`src/rtl/axil_strobe_xbar.sv`:
```
// AXI-Lite slave to N-channel strobe/ack register-bus crossbar.
// One access in flight at a time; the channel is taken from a word-address field,
// unmapped channels answer DECERR and a stalled ack answers SLVERR after TIMEOUT cycles.
module axil_strobe_xbar #(
  parameter int unsigned N_CHAN   = 4,
  parameter int unsigned SEL_LSB  = 12,
  parameter int unsigned SEL_W    = 2,
  parameter int unsigned LOC_W    = 12,
  parameter int unsigned TIMEOUT  = 255,
  parameter logic [31:0] ERR_DATA = 32'hDEADBEEF
) (
  input  logic                  axilClk,
  input  logic                  axilRst,
  // write address / data / response
  input  logic [31:0]           axilWriteMaster_awaddr,
  input  logic                  axilWriteMaster_awvalid,
  output logic                  axilWriteSlave_awready,
  input  logic [31:0]           axilWriteMaster_wdata,
  input  logic [3:0]            axilWriteMaster_wstrb,
  input  logic                  axilWriteMaster_wvalid,
  output logic                  axilWriteSlave_wready,
  output logic [1:0]            axilWriteSlave_bresp,
  output logic                  axilWriteSlave_bvalid,
  input  logic                  axilWriteMaster_bready,
  // read address / data
  input  logic [31:0]           axilReadMaster_araddr,
  input  logic                  axilReadMaster_arvalid,
  output logic                  axilReadSlave_arready,
  output logic [31:0]           axilReadSlave_rdata,
  output logic [1:0]            axilReadSlave_rresp,
  output logic                  axilReadSlave_rvalid,
  input  logic                  axilReadMaster_rready,
  // strobe/ack channels
  output logic [N_CHAN-1:0]     ch_wstr,
  output logic [N_CHAN-1:0]     ch_rstr,
  input  logic [N_CHAN-1:0]     ch_wack,
  input  logic [N_CHAN-1:0]     ch_rack,
  output logic [LOC_W-1:0]      ch_addr,
  output logic [31:0]           ch_wdata,
  output logic [3:0]            ch_wstrb,
  input  logic [32*N_CHAN-1:0]  ch_rdata
);

  localparam int unsigned CNT_W = 16;
  localparam logic [CNT_W-1:0] CNT_LAST = CNT_W'(TIMEOUT - 1);
  localparam logic [1:0] RESP_OKAY   = 2'b00;
  localparam logic [1:0] RESP_SLVERR = 2'b10;
  localparam logic [1:0] RESP_DECERR = 2'b11;

  typedef enum logic [2:0] {
    IDLE   = 3'd0,
    WR_ACC = 3'd1,
    WR_RSP = 3'd2,
    RD_ACC = 3'd3,
    RD_RSP = 3'd4
  } state_t;

  state_t             state;
  logic               last_wr;
  logic [SEL_W-1:0]   sel_q;
  logic [CNT_W-1:0]   cnt;

  logic [SEL_W-1:0]   aw_sel_c;
  logic [SEL_W-1:0]   ar_sel_c;
  logic               aw_unmapped_c;
  logic               ar_unmapped_c;
  logic               wr_elig_c;
  logic               rd_elig_c;
  logic               grant_rd_c;
  logic               grant_wr_c;
  logic [N_CHAN-1:0]  sel_onehot_c;
  logic               sel_wack_c;
  logic               sel_rack_c;
  logic [31:0]        sel_rdata_c;
  logic               timeout_c;
  logic               unused_addr;

  // Channel-select field and local address come from the word address (byte address >> 2).
  assign aw_sel_c      = axilWriteMaster_awaddr[2+SEL_LSB +: SEL_W];
  assign ar_sel_c      = axilReadMaster_araddr[2+SEL_LSB +: SEL_W];
  assign aw_unmapped_c = 32'(aw_sel_c) >= N_CHAN;
  assign ar_unmapped_c = 32'(ar_sel_c) >= N_CHAN;
  assign unused_addr   = ^{axilWriteMaster_awaddr, axilReadMaster_araddr};

  // Alternate between read and write when both are waiting; the first tie after reset goes to read.
  assign wr_elig_c  = axilWriteMaster_awvalid & axilWriteMaster_wvalid;
  assign rd_elig_c  = axilReadMaster_arvalid;
  assign grant_rd_c = rd_elig_c & (~wr_elig_c | last_wr);
  assign grant_wr_c = wr_elig_c & ~grant_rd_c;

  assign sel_onehot_c = N_CHAN'(1) << sel_q;
  assign timeout_c    = (cnt == CNT_LAST);

  // Pick the ack and read data of the selected channel only.
  always_comb begin
    sel_wack_c  = 1'b0;
    sel_rack_c  = 1'b0;
    sel_rdata_c = '0;
    for (int unsigned k = 0; k < N_CHAN; k++) begin
      if (sel_q == SEL_W'(k)) begin
        sel_wack_c  = ch_wack[k];
        sel_rack_c  = ch_rack[k];
        sel_rdata_c = ch_rdata[32*k +: 32];
      end
    end
  end

  // Access sequencer: grant, strobe until ack or timeout, then hold the response until accepted.
  always_ff @(posedge axilClk) begin
    if (axilRst) begin
      state                  <= IDLE;
      last_wr                <= 1'b1;
      sel_q                  <= '0;
      cnt                    <= '0;
      axilWriteSlave_awready <= 1'b0;
      axilWriteSlave_wready  <= 1'b0;
      axilWriteSlave_bresp   <= RESP_OKAY;
      axilWriteSlave_bvalid  <= 1'b0;
      axilReadSlave_arready  <= 1'b0;
      axilReadSlave_rdata    <= '0;
      axilReadSlave_rresp    <= RESP_OKAY;
      axilReadSlave_rvalid   <= 1'b0;
      ch_wstr                <= '0;
      ch_rstr                <= '0;
      ch_addr                <= '0;
      ch_wdata               <= '0;
      ch_wstrb               <= '0;
    end else begin
      case (state)
        IDLE: begin
          if (grant_wr_c) begin
            axilWriteSlave_awready <= 1'b1;
            axilWriteSlave_wready  <= 1'b1;
            last_wr                <= 1'b1;
            sel_q                  <= aw_sel_c;
            ch_addr                <= axilWriteMaster_awaddr[2 +: LOC_W];
            ch_wdata               <= axilWriteMaster_wdata;
            ch_wstrb               <= axilWriteMaster_wstrb;
            state                  <= aw_unmapped_c ? WR_RSP : WR_ACC;
          end else if (grant_rd_c) begin
            axilReadSlave_arready  <= 1'b1;
            last_wr                <= 1'b0;
            sel_q                  <= ar_sel_c;
            ch_addr                <= axilReadMaster_araddr[2 +: LOC_W];
            state                  <= ar_unmapped_c ? RD_RSP : RD_ACC;
          end
        end

        WR_ACC: begin
          if (axilWriteSlave_awready) begin
            axilWriteSlave_awready <= 1'b0;
            axilWriteSlave_wready  <= 1'b0;
            ch_wstr                <= sel_onehot_c;
          end else if (sel_wack_c) begin
            ch_wstr               <= '0;
            cnt                   <= '0;
            axilWriteSlave_bresp  <= RESP_OKAY;
            axilWriteSlave_bvalid <= 1'b1;
            state                 <= WR_RSP;
          end else if (timeout_c) begin
            ch_wstr               <= '0;
            cnt                   <= '0;
            axilWriteSlave_bresp  <= RESP_SLVERR;
            axilWriteSlave_bvalid <= 1'b1;
            state                 <= WR_RSP;
          end else begin
            cnt <= cnt + CNT_W'(1);
          end
        end

        WR_RSP: begin
          if (axilWriteSlave_awready) begin
            // unmapped channel: no strobe, answer straight away
            axilWriteSlave_awready <= 1'b0;
            axilWriteSlave_wready  <= 1'b0;
            axilWriteSlave_bresp   <= RESP_DECERR;
            axilWriteSlave_bvalid  <= 1'b1;
          end else if (axilWriteMaster_bready) begin
            axilWriteSlave_bvalid <= 1'b0;
            state                 <= IDLE;
          end
        end

        RD_ACC: begin
          if (axilReadSlave_arready) begin
            axilReadSlave_arready <= 1'b0;
            ch_rstr               <= sel_onehot_c;
          end else if (sel_rack_c) begin
            ch_rstr              <= '0;
            cnt                  <= '0;
            axilReadSlave_rdata  <= sel_rdata_c;
            axilReadSlave_rresp  <= RESP_OKAY;
            axilReadSlave_rvalid <= 1'b1;
            state                <= RD_RSP;
          end else if (timeout_c) begin
            ch_rstr              <= '0;
            cnt                  <= '0;
            axilReadSlave_rdata  <= ERR_DATA;
            axilReadSlave_rresp  <= RESP_SLVERR;
            axilReadSlave_rvalid <= 1'b1;
            state                <= RD_RSP;
          end else begin
            cnt <= cnt + CNT_W'(1);
          end
        end

        RD_RSP: begin
          if (axilReadSlave_arready) begin
            axilReadSlave_arready <= 1'b0;
            axilReadSlave_rdata   <= ERR_DATA;
            axilReadSlave_rresp   <= RESP_DECERR;
            axilReadSlave_rvalid  <= 1'b1;
          end else if (axilReadMaster_rready) begin
            axilReadSlave_rvalid <= 1'b0;
            state                <= IDLE;
          end
        end

        default: state <= IDLE;
      endcase
    end
  end

endmodule
```
`config.mk`:
```
export PLATFORM = sky130hd
export DESIGN_NAME = axil_strobe_xbar
export DESIGN_NICKNAME = d
export VERILOG_FILES = /design/src/rtl/axil_strobe_xbar.sv
export SDC_FILE = /design/constraint.sdc
export NUM_CORES = 1
export LEC_CHECK = 0
export CORE_AREA = 5 5 128 130
export DETAILED_ROUTE_END_ITERATION = 16
export DIE_AREA = 0 0 133 135
export GPL_TIMING_DRIVEN = 0
export PLACE_DENSITY = 0.8
export SYNTH_ARGS = -nofsm -noshare
export SYNTH_HDL_FRONTEND = slang
export SYNTH_SLANG_ARGS = --single-unit
```
`constraint.sdc`:
```
create_clock -name axilClk -period 5.35 [get_ports axilClk]
set_input_delay 1.07 -clock axilClk [delete_from_list [all_inputs] [get_ports axilClk]]
set_output_delay 1.07 -clock axilClk [all_outputs]
set_load 0.1 [all_outputs]
```
==> reports/metrics.yaml <==
status: "completed"
area_growth_pct: 70.1
grt_pass1_vias: 5850
vias: 5915
htreeDepth: 4
antenna_found_initial: 4
ir_worst_vdd_mv: 0.273
final_cell_count_no_fill: 1102
die_y_microns: 135
finalSetupTns_ns: 0
post_drt_wl_per_cell_microns: 19.9
worstSetupPathType: "reg2out"
regArea_sq_um: 2380
numCtsBuffers: 17
worstHoldEndpoint: "ch_wdata[26]"
hold_viol_final: 0
fin_worst_skew_ns: 0.0110
cts_hold_buffers: 0
postRouteAntennaNets: 0
grt_overflow: 0
clk_transition_reported_paths_ns: 0.06
synth_nets: 821
grt_usage_pct: 23.5
drtIter0Drc: 507
fin_nets: 1143
synth.cell_area_sq_um: 5540
arrival_ns: 2.18
grt_max_degree: 17
post_drt_via_cell_ratio: 5.37
critPathTopFamily: "buffers and inverters"
dp_cells: 1067
critPathRequiredTime_ns: 4.28
port_buffers: 303
p_per_area_nw_per_um2: 416
crit_path_max_incr_delay_ns: 1.23
postCtsSetupRepairBufs: 0
r2r_setup_slack_ns: 2.48
drc_errors: 0
cts_resized: 0
rows: 45
setup_viol_count_final: 0
gr-usage-met3_pct: 7.30
reg2reg_from: "state[1]"
wl_mm: 22.0
ys.flop_type: "dfxtp_1"
min_path_type: "reg2reg"
firstDrtPassIters: 5
critical_path.max_fanout: 9
synth_top_area_share_pct: 43.0
worstRegToRegCells: 6
mostFrequentLayoutCells: "clkdlybuf4s50_1 (303), dfxtp_1 (119), nand2_1 (92), a21oi_1 (59), clkbuf_1 (43)"
yosys.area.top_type: "dfxtp_1"
avgSynthCellArea_sq_um: 9.62
ys_ff_latch: 119
synth_edf_count: 0
worst_slack_ns: 2.10
r2r_end: "axilReadSlave_rdata[31]"
ys_types: 48
p_leak_nw: 3.36
async_flop_share_pct: 0
maxSlewHeadroom_pct: 29.0
pin_count: 340
die_w_microns: 133
placed_area_sq_um: 8810
fill_cells: 1250
maxCapViolCount: 0
grt_util_met2_pct: 40.4
start_util_pct: 36.8
netlist_instances: 576
crit_chain: "clkdlybuf4s50_1"
grt_pass1_wl_mm: 32.7
min_path_cells: 2
critPathSlowestCell: "clkdlybuf4s50_1"
critPathBufInv: 1
period_needed_ns: 3.25
cts_tree: "built"
final_layout_size_suffix_gt1_share_pct: 10.2
tightest_slew_ns: 1.06
use_met1_pct: 27.0
dpl.hpwl_mm: 17.0
cts_sinks: 119
clockRootBuffer: "clkbuf_16"
design.die.area_sq_um: 18000
hold_path.startpoint: "ch_wdata[26]"
startpoint_type: "flop"
drv_slew: 0
multi_input_area_sq_um: 2960
fmax_mhz: 307
rsz0062_at_grt: "false"
end_kind: "output pin"
yosys-top-cells-area: "dfxtp_1 (43%), mux4_2 (14%), nand2_1 (6.2%)"
core_area_sq_um: 15000
cts_buffer_depth: 2
pre_cts_slack_ns: 1.43
clock_latency_ns: 0.42
gp_congestion: 0.882
final_area_sq_um: 9420
busiest_layer: "met2"
mostFrequentLayoutCell: "clkdlybuf4s50_1"
period_share_pct: 60.8
ys_seq_area_share_pct: 43.0
yosysWarnings: 0
[through the flow]
step                      total power, W  hold WS [ns]  utilization [%]
after global routing             0.00407         0.469             62.7
after global placement           0.00275         0.441             58.6
after floorplan                  0.00225         0.458                -
final                            0.00392         0.453             62.7
after CTS                        0.00393         0.453             62.6
after detailed placement         0.00276         0.446             58.6
[metal layers]
layer | wire length (microns) | up-vias
li1 | - | 2796
met2 | 11100 | 277
met5 | 13 | -
met4 | 560 | 2
met1 | 8590 | 2797
met3 | 1740 | 43
[report_power, final]
| part | internal (W) | switching (W) | total, W |
|---|---|---|---|
| Sequential | 0.000990 | 0.0000627 | 0.00105 |
| Combinational | 0.000575 | 0.00112 | 0.00169 |
| Clock | 0.000767 | 0.000406 | 0.00117 |
[registers in the layout, summed over array words and instances (netlist names)]
| name | cells |
|---|---|
| axilReadSlave_rresp | 2 |
| last_wr | 1 |
| axilWriteSlave_bvalid | 1 |
| sel_q | 2 |
| ch_addr | 12 |
| axilWriteSlave_awready | 1 |
| axilWriteSlave_wready | 1 |
| axilWriteSlave_bresp | 2 |
| state | 3 |
| ch_wdata | 32 |
| axilReadSlave_arready | 1 |
| axilReadSlave_rdata | 32 |
| ch_wstr | 4 |
| ch_wstrb | 4 |
| ch_rstr | 4 |
| cnt | 16 |
| axilReadSlave_rvalid | 1 |
[final cells by class]
cell class | count | share of cell area [%]
sequential | 119 | 25.3
clock inverter | 8 | 1.27
multi-input combinational | 405 | 31.4
tap | 188 | 2.50
inverter | 6 | 0.239
timing repair buffer | 303 | 32.2
buffer | 46 | 1.95
clock buffer | 24 | 5.11
antenna | 3 | 0.0797
[synth_stat cells, types with 2 or more instances]
| master | n |
|---|---|
| a2bb2oi_1 | 3 |
| nand3_1 | 24 |
| nand4_1 | 5 |
| mux4_2 | 34 |
| a21oi_1 | 59 |
| a221oi_1 | 2 |
| and2_1 | 2 |
| o221a_2 | 24 |
| a32o_1 | 4 |
| o21ai_0 | 9 |
| xor2_1 | 3 |
| nand2_1 | 92 |
| nor2_1 | 38 |
| o31ai_1 | 4 |
| nor4_1 | 2 |
| mux2i_1 | 15 |
| nor3_1 | 12 |
| a22o_1 | 6 |
| ha_1 | 2 |
| a31oi_1 | 3 |
| a211oi_1 | 15 |
| nand2b_1 | 4 |
| nand3b_1 | 2 |
| o21a_1 | 3 |
| or4_1 | 7 |
| inv_1 | 6 |
| nor2b_1 | 8 |
| xnor2_1 | 3 |
| buf_1 | 3 |
| or3_1 | 2 |
| dfxtp_1 | 119 |
| clkbuf_1 | 39 |
| buf_2 | 3 |
| and3_1 | 5 |
[logic make-up (layout without fill, tap and decap cells)]
| family | after synthesis | after routing | synth area share [%] |
|---|---|---|---|
| xor gates and xnor gates | 6 | 6 | 0.949 |
| muxes | 49 | 49 | 16.5 |
| and+or+nand+nor | 208 | 208 | 17.3 |
| AOI/OAI and AO/OA | 140 | 140 | 18.0 |
| adders and majority gates | 2 | 2 | 0.452 |
| DFF | 119 | 119 | 43.0 |
| buffers and inverters | 52 | 387 | 3.73 |
| other | 0 | 3 | 0 |
[worst max path at each step]
stage / start / end / cells past startpoint
6_report: axilWriteSlave_awready / axilWriteSlave_awready / 1
5_1_grt: axilWriteMaster_awvalid / ch_wdata[21] / 8
4_1_cts: axilWriteMaster_awvalid / ch_wdata[21] / 8
3_5_place_dp: axilWriteMaster_awvalid / ch_wdata[18] / 8
3_3_place_gp: axilWriteMaster_awvalid / ch_wdata[7] / 8
2_1_floorplan: ch_wack[3] / cnt[5] / 6
Power figures use the tool's default switching activity.
